### src/rtl/qam4_pkg.sv
// Shared definitions for the QAM4 frame mapper: default sizes, Gray codes
// for the four constellation points, and the mapper FSM state encoding.
package qam4_pkg;

    localparam int QAM4_WORD_SIZE = 16;
    localparam int QAM4_N_SYM     = 16;

    // Gray-coded bit pairs {b1,b0} selecting each ROM constellation point
    localparam logic [1:0] GRAY_CP1 = 2'b00;
    localparam logic [1:0] GRAY_CP2 = 2'b01;
    localparam logic [1:0] GRAY_CP3 = 2'b11;
    localparam logic [1:0] GRAY_CP4 = 2'b10;

    typedef enum logic {
        FILL  = 1'b0,
        DRAIN = 1'b1
    } state_e;

endpackage

### src/rtl/qam4_symbol_buffer.sv
// Frame buffer: N_SYM entries of packed {re,im}, cleared by reset, one
// synchronous write port and one combinational read port.
module qam4_symbol_buffer #(
    parameter int N_SYM = 16,
    parameter int WIDTH = 32
) (
    input  logic                     i_clk,
    input  logic                     i_rst_n,
    input  logic                     i_wr_en,
    input  logic [$clog2(N_SYM)-1:0] i_wr_addr,
    input  logic [WIDTH-1:0]         i_wr_data,
    input  logic [$clog2(N_SYM)-1:0] i_rd_addr,
    output logic [WIDTH-1:0]         o_rd_data
);

    logic [WIDTH-1:0] mem_q [N_SYM];

    // Store a mapped symbol; reset wipes every entry so no stale frame survives
    always_ff @(posedge i_clk or negedge i_rst_n) begin
        if (!i_rst_n) begin
            for (int i = 0; i < N_SYM; i++) begin
                mem_q[i] <= '0;
            end
        end else if (i_wr_en) begin
            mem_q[i_wr_addr] <= i_wr_data;
        end
    end

    assign o_rd_data = mem_q[i_rd_addr];

endmodule

### src/rtl/qam4_frame_mapper.sv
// QAM4 frame mapper: Gray-maps serial bit pairs onto ROM constellation
// points, collects a frame of N_SYM symbols, then streams the frame out.
module qam4_frame_mapper
    import qam4_pkg::*;
#(
    parameter int WORD_SIZE   = QAM4_WORD_SIZE,
    parameter int N_SYM       = QAM4_N_SYM,
    parameter int FRAME_CNT_W = 8
) (
    input  logic                     i_clk,
    input  logic                     i_rst_n,
    input  logic                     i_bit,
    input  logic                     i_bit_valid,
    output logic                     o_bit_ready,
    input  logic [WORD_SIZE-1:0]     i_cp1_re,
    input  logic [WORD_SIZE-1:0]     i_cp1_im,
    input  logic [WORD_SIZE-1:0]     i_cp2_re,
    input  logic [WORD_SIZE-1:0]     i_cp2_im,
    input  logic [WORD_SIZE-1:0]     i_cp3_re,
    input  logic [WORD_SIZE-1:0]     i_cp3_im,
    input  logic [WORD_SIZE-1:0]     i_cp4_re,
    input  logic [WORD_SIZE-1:0]     i_cp4_im,
    output logic [WORD_SIZE-1:0]     o_sym_re,
    output logic [WORD_SIZE-1:0]     o_sym_im,
    output logic [$clog2(N_SYM)-1:0] o_sym_idx,
    output logic                     o_sym_valid,
    output logic                     o_sym_last,
    input  logic                     i_sym_ready,
    output logic [FRAME_CNT_W-1:0]   o_frame_cnt
);

    localparam int                PTR_W    = $clog2(N_SYM);
    localparam logic [PTR_W-1:0]  LAST_IDX = PTR_W'(N_SYM - 1);

    state_e                   state_q, state_d;
    logic [PTR_W-1:0]         wrPtr_q, wrPtr_d;
    logic [PTR_W-1:0]         rdPtr_q, rdPtr_d;
    logic                     phase_q, phase_d;
    logic                     b1_q, b1_d;
    logic [FRAME_CNT_W-1:0]   frameCnt_q, frameCnt_d;

    logic                     bitReady;
    logic                     symValid;
    logic                     bitAccept;
    logic                     pairDone;
    logic                     symXfer;
    logic                     lastRead;
    logic [WORD_SIZE-1:0]     mappedRe;
    logic [WORD_SIZE-1:0]     mappedIm;
    logic [2*WORD_SIZE-1:0]   rdData;

    assign bitAccept = i_bit_valid & bitReady;
    assign pairDone  = bitAccept & phase_q;
    assign symXfer   = symValid & i_sym_ready;
    assign lastRead  = (rdPtr_q == LAST_IDX);

    // FSM state register
    always_ff @(posedge i_clk or negedge i_rst_n) begin
        if (!i_rst_n) begin
            state_q <= FILL;
        end else begin
            state_q <= state_d;
        end
    end

    // Next state: leave FILL when the last entry is written, leave DRAIN on the last transfer
    always_comb begin
        state_d = state_q;
        case (state_q)
            FILL:    if (pairDone && (wrPtr_q == LAST_IDX)) state_d = DRAIN;
            DRAIN:   if (symXfer && lastRead) state_d = FILL;
            default: state_d = FILL;
        endcase
    end

    // FSM outputs; the input side stays closed while reset is held
    always_comb begin
        bitReady = 1'b0;
        symValid = 1'b0;
        case (state_q)
            FILL:    bitReady = i_rst_n;
            DRAIN:   symValid = 1'b1;
            default: ;
        endcase
    end

    // Gray-map the pair completing this cycle: stored b1 plus the incoming bit as b0
    always_comb begin
        mappedRe = i_cp1_re;
        mappedIm = i_cp1_im;
        case ({b1_q, i_bit})
            GRAY_CP1: begin mappedRe = i_cp1_re; mappedIm = i_cp1_im; end
            GRAY_CP2: begin mappedRe = i_cp2_re; mappedIm = i_cp2_im; end
            GRAY_CP3: begin mappedRe = i_cp3_re; mappedIm = i_cp3_im; end
            GRAY_CP4: begin mappedRe = i_cp4_re; mappedIm = i_cp4_im; end
            default:  ;
        endcase
    end

    // Pointer, pair-phase and frame-counter updates; pointers wrap because N_SYM is a power of two
    always_comb begin
        phase_d    = phase_q;
        b1_d       = b1_q;
        wrPtr_d    = wrPtr_q;
        rdPtr_d    = rdPtr_q;
        frameCnt_d = frameCnt_q;
        if (bitAccept) begin
            if (!phase_q) begin
                b1_d    = i_bit;
                phase_d = 1'b1;
            end else begin
                phase_d = 1'b0;
                wrPtr_d = wrPtr_q + PTR_W'(1);
            end
        end
        if (symXfer) begin
            rdPtr_d = rdPtr_q + PTR_W'(1);
            if (lastRead) begin
                frameCnt_d = frameCnt_q + FRAME_CNT_W'(1);
            end
        end
    end

    // Datapath registers; reset drops any half-collected pair and the frame count
    always_ff @(posedge i_clk or negedge i_rst_n) begin
        if (!i_rst_n) begin
            phase_q    <= 1'b0;
            b1_q       <= 1'b0;
            wrPtr_q    <= '0;
            rdPtr_q    <= '0;
            frameCnt_q <= '0;
        end else begin
            phase_q    <= phase_d;
            b1_q       <= b1_d;
            wrPtr_q    <= wrPtr_d;
            rdPtr_q    <= rdPtr_d;
            frameCnt_q <= frameCnt_d;
        end
    end

    qam4_symbol_buffer #(
        .N_SYM (N_SYM),
        .WIDTH (2 * WORD_SIZE)
    ) u_buffer (
        .i_clk     (i_clk),
        .i_rst_n   (i_rst_n),
        .i_wr_en   (pairDone),
        .i_wr_addr (wrPtr_q),
        .i_wr_data ({mappedRe, mappedIm}),
        .i_rd_addr (rdPtr_q),
        .o_rd_data (rdData)
    );

    assign o_bit_ready = bitReady;
    assign o_sym_valid = symValid;
    assign o_sym_last  = symValid & lastRead;
    assign o_sym_idx   = rdPtr_q;
    assign o_sym_re    = symValid ? rdData[2*WORD_SIZE-1:WORD_SIZE] : '0;
    assign o_sym_im    = symValid ? rdData[WORD_SIZE-1:0] : '0;
    assign o_frame_cnt = frameCnt_q;

endmodule

### config.mk
export PLATFORM = sky130hd
export DESIGN_NAME = qam4_frame_mapper
export DESIGN_NICKNAME = d
export VERILOG_FILES = /design/src/rtl/qam4_pkg.sv /design/src/rtl/qam4_symbol_buffer.sv /design/src/rtl/qam4_frame_mapper.sv
export SDC_FILE = /design/constraint.sdc
export NUM_CORES = 1
export LEC_CHECK = 0
export ABC_AREA = 1
export CORE_MARGIN = 4
export CORE_UTILIZATION = 50
export DETAILED_ROUTE_END_ITERATION = 10
export PLACE_DENSITY = 0.69
export SYNTH_ARGS = -nofsm -noshare
export SYNTH_HDL_FRONTEND = slang
export SYNTH_SLANG_ARGS = --single-unit
### constraint.sdc
create_clock -name i_clk -period 2.95 [get_ports i_clk]
set_input_delay 0.59 -clock i_clk [delete_from_list [all_inputs] [get_ports i_clk]]
set_output_delay 0.59 -clock i_clk [all_outputs]
set_load 0.02 [all_outputs]
==> results.py <==
metrics = {
    "run_status": {
        "status": "finished, violations left",
        "failed_checks": "setup timing",
    },
    "pwr": {
        "p_leak_nw": 16.1,
        "ir_drop_uv": 758,
        "p_per_area_mw_per_mm2": 1130,
    },
    "routing": {
        "drt-total-wl_um": 81000,
        "routed_via_density": 5.24,
        "wl_met3_um": 5130,
        "top_layer": "met4",
        "wirelength_met1_um": 34900,
        "drt_iter0_drc": 2136,
        "vias": 23892,
        "drc": 0,
        "routedWlPerCell_um": 17.8,
        "wl_met2_um": 38100,
        "drtAntennaViolNets": 0,
        "dr.pass1.iters": 6,
    },
    "clock_tree": {
        "worst_skew_pair.late_latency_ns": 0.62,
        "clock-sinks": 531,
        "root_buffer": "clkbuf_16",
        "cts_max_path_buffers": 3,
        "clkTransAtPathRegs_ns": 0.06,
        "cts_tree": "yes",
        "h-tree-depth": 2,
        "cts_buffers": 57,
    },
    "floorplan": {
        "die_x_um": 238,
        "start_util_pct": 50.5,
        "die_y_um": 238,
        "io_pins": 180,
        "coreArea_mm2": 0.0526,
        "num_rows": 84,
        "die-area_mm2": 0.0568,
    },
    "place": {
        "hpwl_um": 47300,
        "dpl-instance-area_mm2": 0.0298,
        "port_buffers": 179,
        "gp_congestion": 0.827,
    },
    "final_layout": {
        "antenna_cells": 0,
        "multi_input_comb_area_mm2": 0.0109,
        "final_common_cell": "nand2_1",
        "area_delta_synth_final_pct": 23.3,
        "n_fill_cell": 4727,
        "layout.area.seq_mm2": 0.0133,
        "drive_above_1_share_pct": 10.2,
        "final_cell_mix": "871 x nand2_1, 584 x nor2_1, 528 x dfrtp_1, 457 x inv_1, 386 x a21oi_1",
        "nNetsFinal": 3973,
        "finalInstanceArea_mm2": 0.0327,
    },
    "sta": {
        "setup_violations": 10,
        "slew_viol_final": 0,
        "period_minus_slack_ns": 3.01,
        "finClkSkew_ns": 0.0206,
        "timing.final.crit_share_pct": 102,
        "worstMarginPinSlew_ns": 0.931,
        "rsz0062_at_grt": "yes",
        "setup_ws_ns": -0.0565,
        "max-slew-margin-rel_pct": 38.0,
        "tns_ns": -0.235,
        "max_freq_ghz": 0.333,
        "hold_violations": 0,
    },
    "grt": {
        "grt_usage_pct": 28.0,
        "grt_pass1_vias": 22935,
        "grt_pass1_wl_um": 127000,
        "grt_max_degree": 165,
        "grt_overflow": 0,
        "antenna_found_initial": 0,
    },
    "synthesis": {
        "ys.warnings.count": 0,
        "yosysTopAreaCellShare_pct": 50.1,
        "ys_seq_area_share_pct": 50.1,
        "synth_top_cell_by_area": "dfrtp_1",
        "synthCells": 3677,
        "syn_avg_cell_area_um2": 7.22,
        "synth.distinct_cells": 26,
        "synth-seq-cells": 531,
        "synth_area_mm2": 0.0265,
        "synth_nets": 3816,
        "yosys-top-cells-area": "dfrtp_1 50%, nand2_1 13%, nor2_1 8.4%",
    },
    "worst_setup_path": {
        "worstSetupPathType": "reg -> out",
        "required_ns": 2.36,
        "cp_max_fo": 8,
        "start_kind": "flip-flop",
        "worstSetupEndpointType": "output port",
        "arrival_ns": 2.42,
    },
    "worst_hold_path": {
        "hold_path_class": "in -> async",
    },
    "run": {
        "cap_violations": 0,
    },
}
cell families (layout without fill, tap and decap cells):
group / count (synthesis) / in the layout / synth area share, %
multiplexers: 1 / 1 / 0.0424
XOR/XNOR: 12 / 12 / 0.396
AND/OR/NAND/NOR: 1801 / 1801 / 27.2
buffers and inverters: 716 / 913 / 10.5
flip-flops: 531 / 531 / 50.1
AO/OA/AOI/OAI: 610 / 610 / 11.5
adder cells (fa/ha/maj): 6 / 6 / 0.283
final cells by class:
cell class	count	share of cell area [%]
Clock buffer	86	5.13
Clock inverter	13	0.451
Inverter	466	5.40
Multi-Input combinational cell	2430	33.2
Sequential cell	531	40.6
Tap cell	688	2.63
Timing Repair Buffer	346	12.5
Timing Repair inverter	2	0.0535
layer usage:
layer,vias to the layer above,GRT usage [%]
li1,11683,-
met2,772,45.4
met3,176,4.00
met4,0,10.1
met5,-,0
met1,11261,38.6
worst max-delay path, stage by stage, from the launching register on:
cell and delay (ns):
dfrtp_4 0.47, buf_12 0.21, buf_12 0.16, buf_16 0.13
nor2_1 0.05, nor2_1 0.09, nand2_1 0.09, nand3_2 0.07
nand3_2 0.08, a21oi_2 0.17, buf_4 0.16, buf_6 0.12
cells in the mapped netlist (all sizes together):
cell type / n
nand2: 894
nor2: 604
dfrtp: 531
inv: 465
a21oi: 418
nand3: 293
o21ai: 192
clkbuf: 150
buf: 100
xor2: 8
ha: 6
nand4: 5
xnor2: 4
and3: 2
or2: 2
clkinv: 1
mux2: 1
nor4: 1
stage by stage:
| step | util, % | hold WS [ns] | power [mW] | std cells | worst slack, ns |
|---|---|---|---|---|---|
| after floorplan | - | 0.294 | 22.3 | 3677 | 0.457 |
| after global placement | 56.6 | 0.437 | 27.4 | 4429 | 0.0541 |
| after detailed placement | 56.6 | 0.439 | 27.7 | 4429 | 0.0424 |
| after CTS | 61.0 | 0.393 | 35.9 | 4550 | -0.0354 |
| after global routing | 62.3 | 0.410 | 40.0 | 4562 | -0.159 |
| final | 62.3 | 0.410 | 37.1 | 4562 | -0.0565 |
repair_timing:
| action | 4_1_cts | 5_1_grt |
|---|---|---|
| hold endpoints to repair | 6 | 0 |
| pin swaps | 16 | 40 |
| buffers inserted | 13 | 1 |
| gates cloned | 10 | 12 |
| hold buffers | 1 | 0 |
| endpoints found under the setup margin | 33 | 33 |
| resized for setup | 220 | 98 |
report_power, final:
part	internal (mW)	leakage [nW]	switching, mW
logic	7.13	8.16	10.8
clock network	4.15	0.902	2.93
registers	10.4	7.03	1.69
flip-flops by register name, summed over array words and instances, names as in the netlist:
| signal | flops |
|---|---|
| b1_q | 1 |
| o_frame_cnt | 8 |
| o_sym_idx | 4 |
| phase_q | 1 |
| state_q | 1 |
| u_buffer.mem_q | 512 |
| wrPtr_q | 4 |
worst paths after layout:
| path | from | slack, ns | end | cells after the start |
|---|---|---|---|---|
| worst max register to register | state_q | 0.27 | u_buffer.mem_q[13] | 8 |
| worst max-delay path | o_sym_idx[0] | -0.06 | o_sym_re[15] | 11 |
| worst min register to register | u_buffer.mem_q[418] | 0.48 | u_buffer.mem_q[418] | 2 |
| worst min-delay path | i_rst_n | 0.41 | u_buffer.mem_q[122] | 2 |
| min in group i_clk | u_buffer.mem_q[418] | 0.48 | u_buffer.mem_q[418] | 2 |
| max in group asynchronous | i_rst_n | 1.02 | u_buffer.mem_q[248] | 4 |
Note: power is estimated with default switching activity, not from simulation.
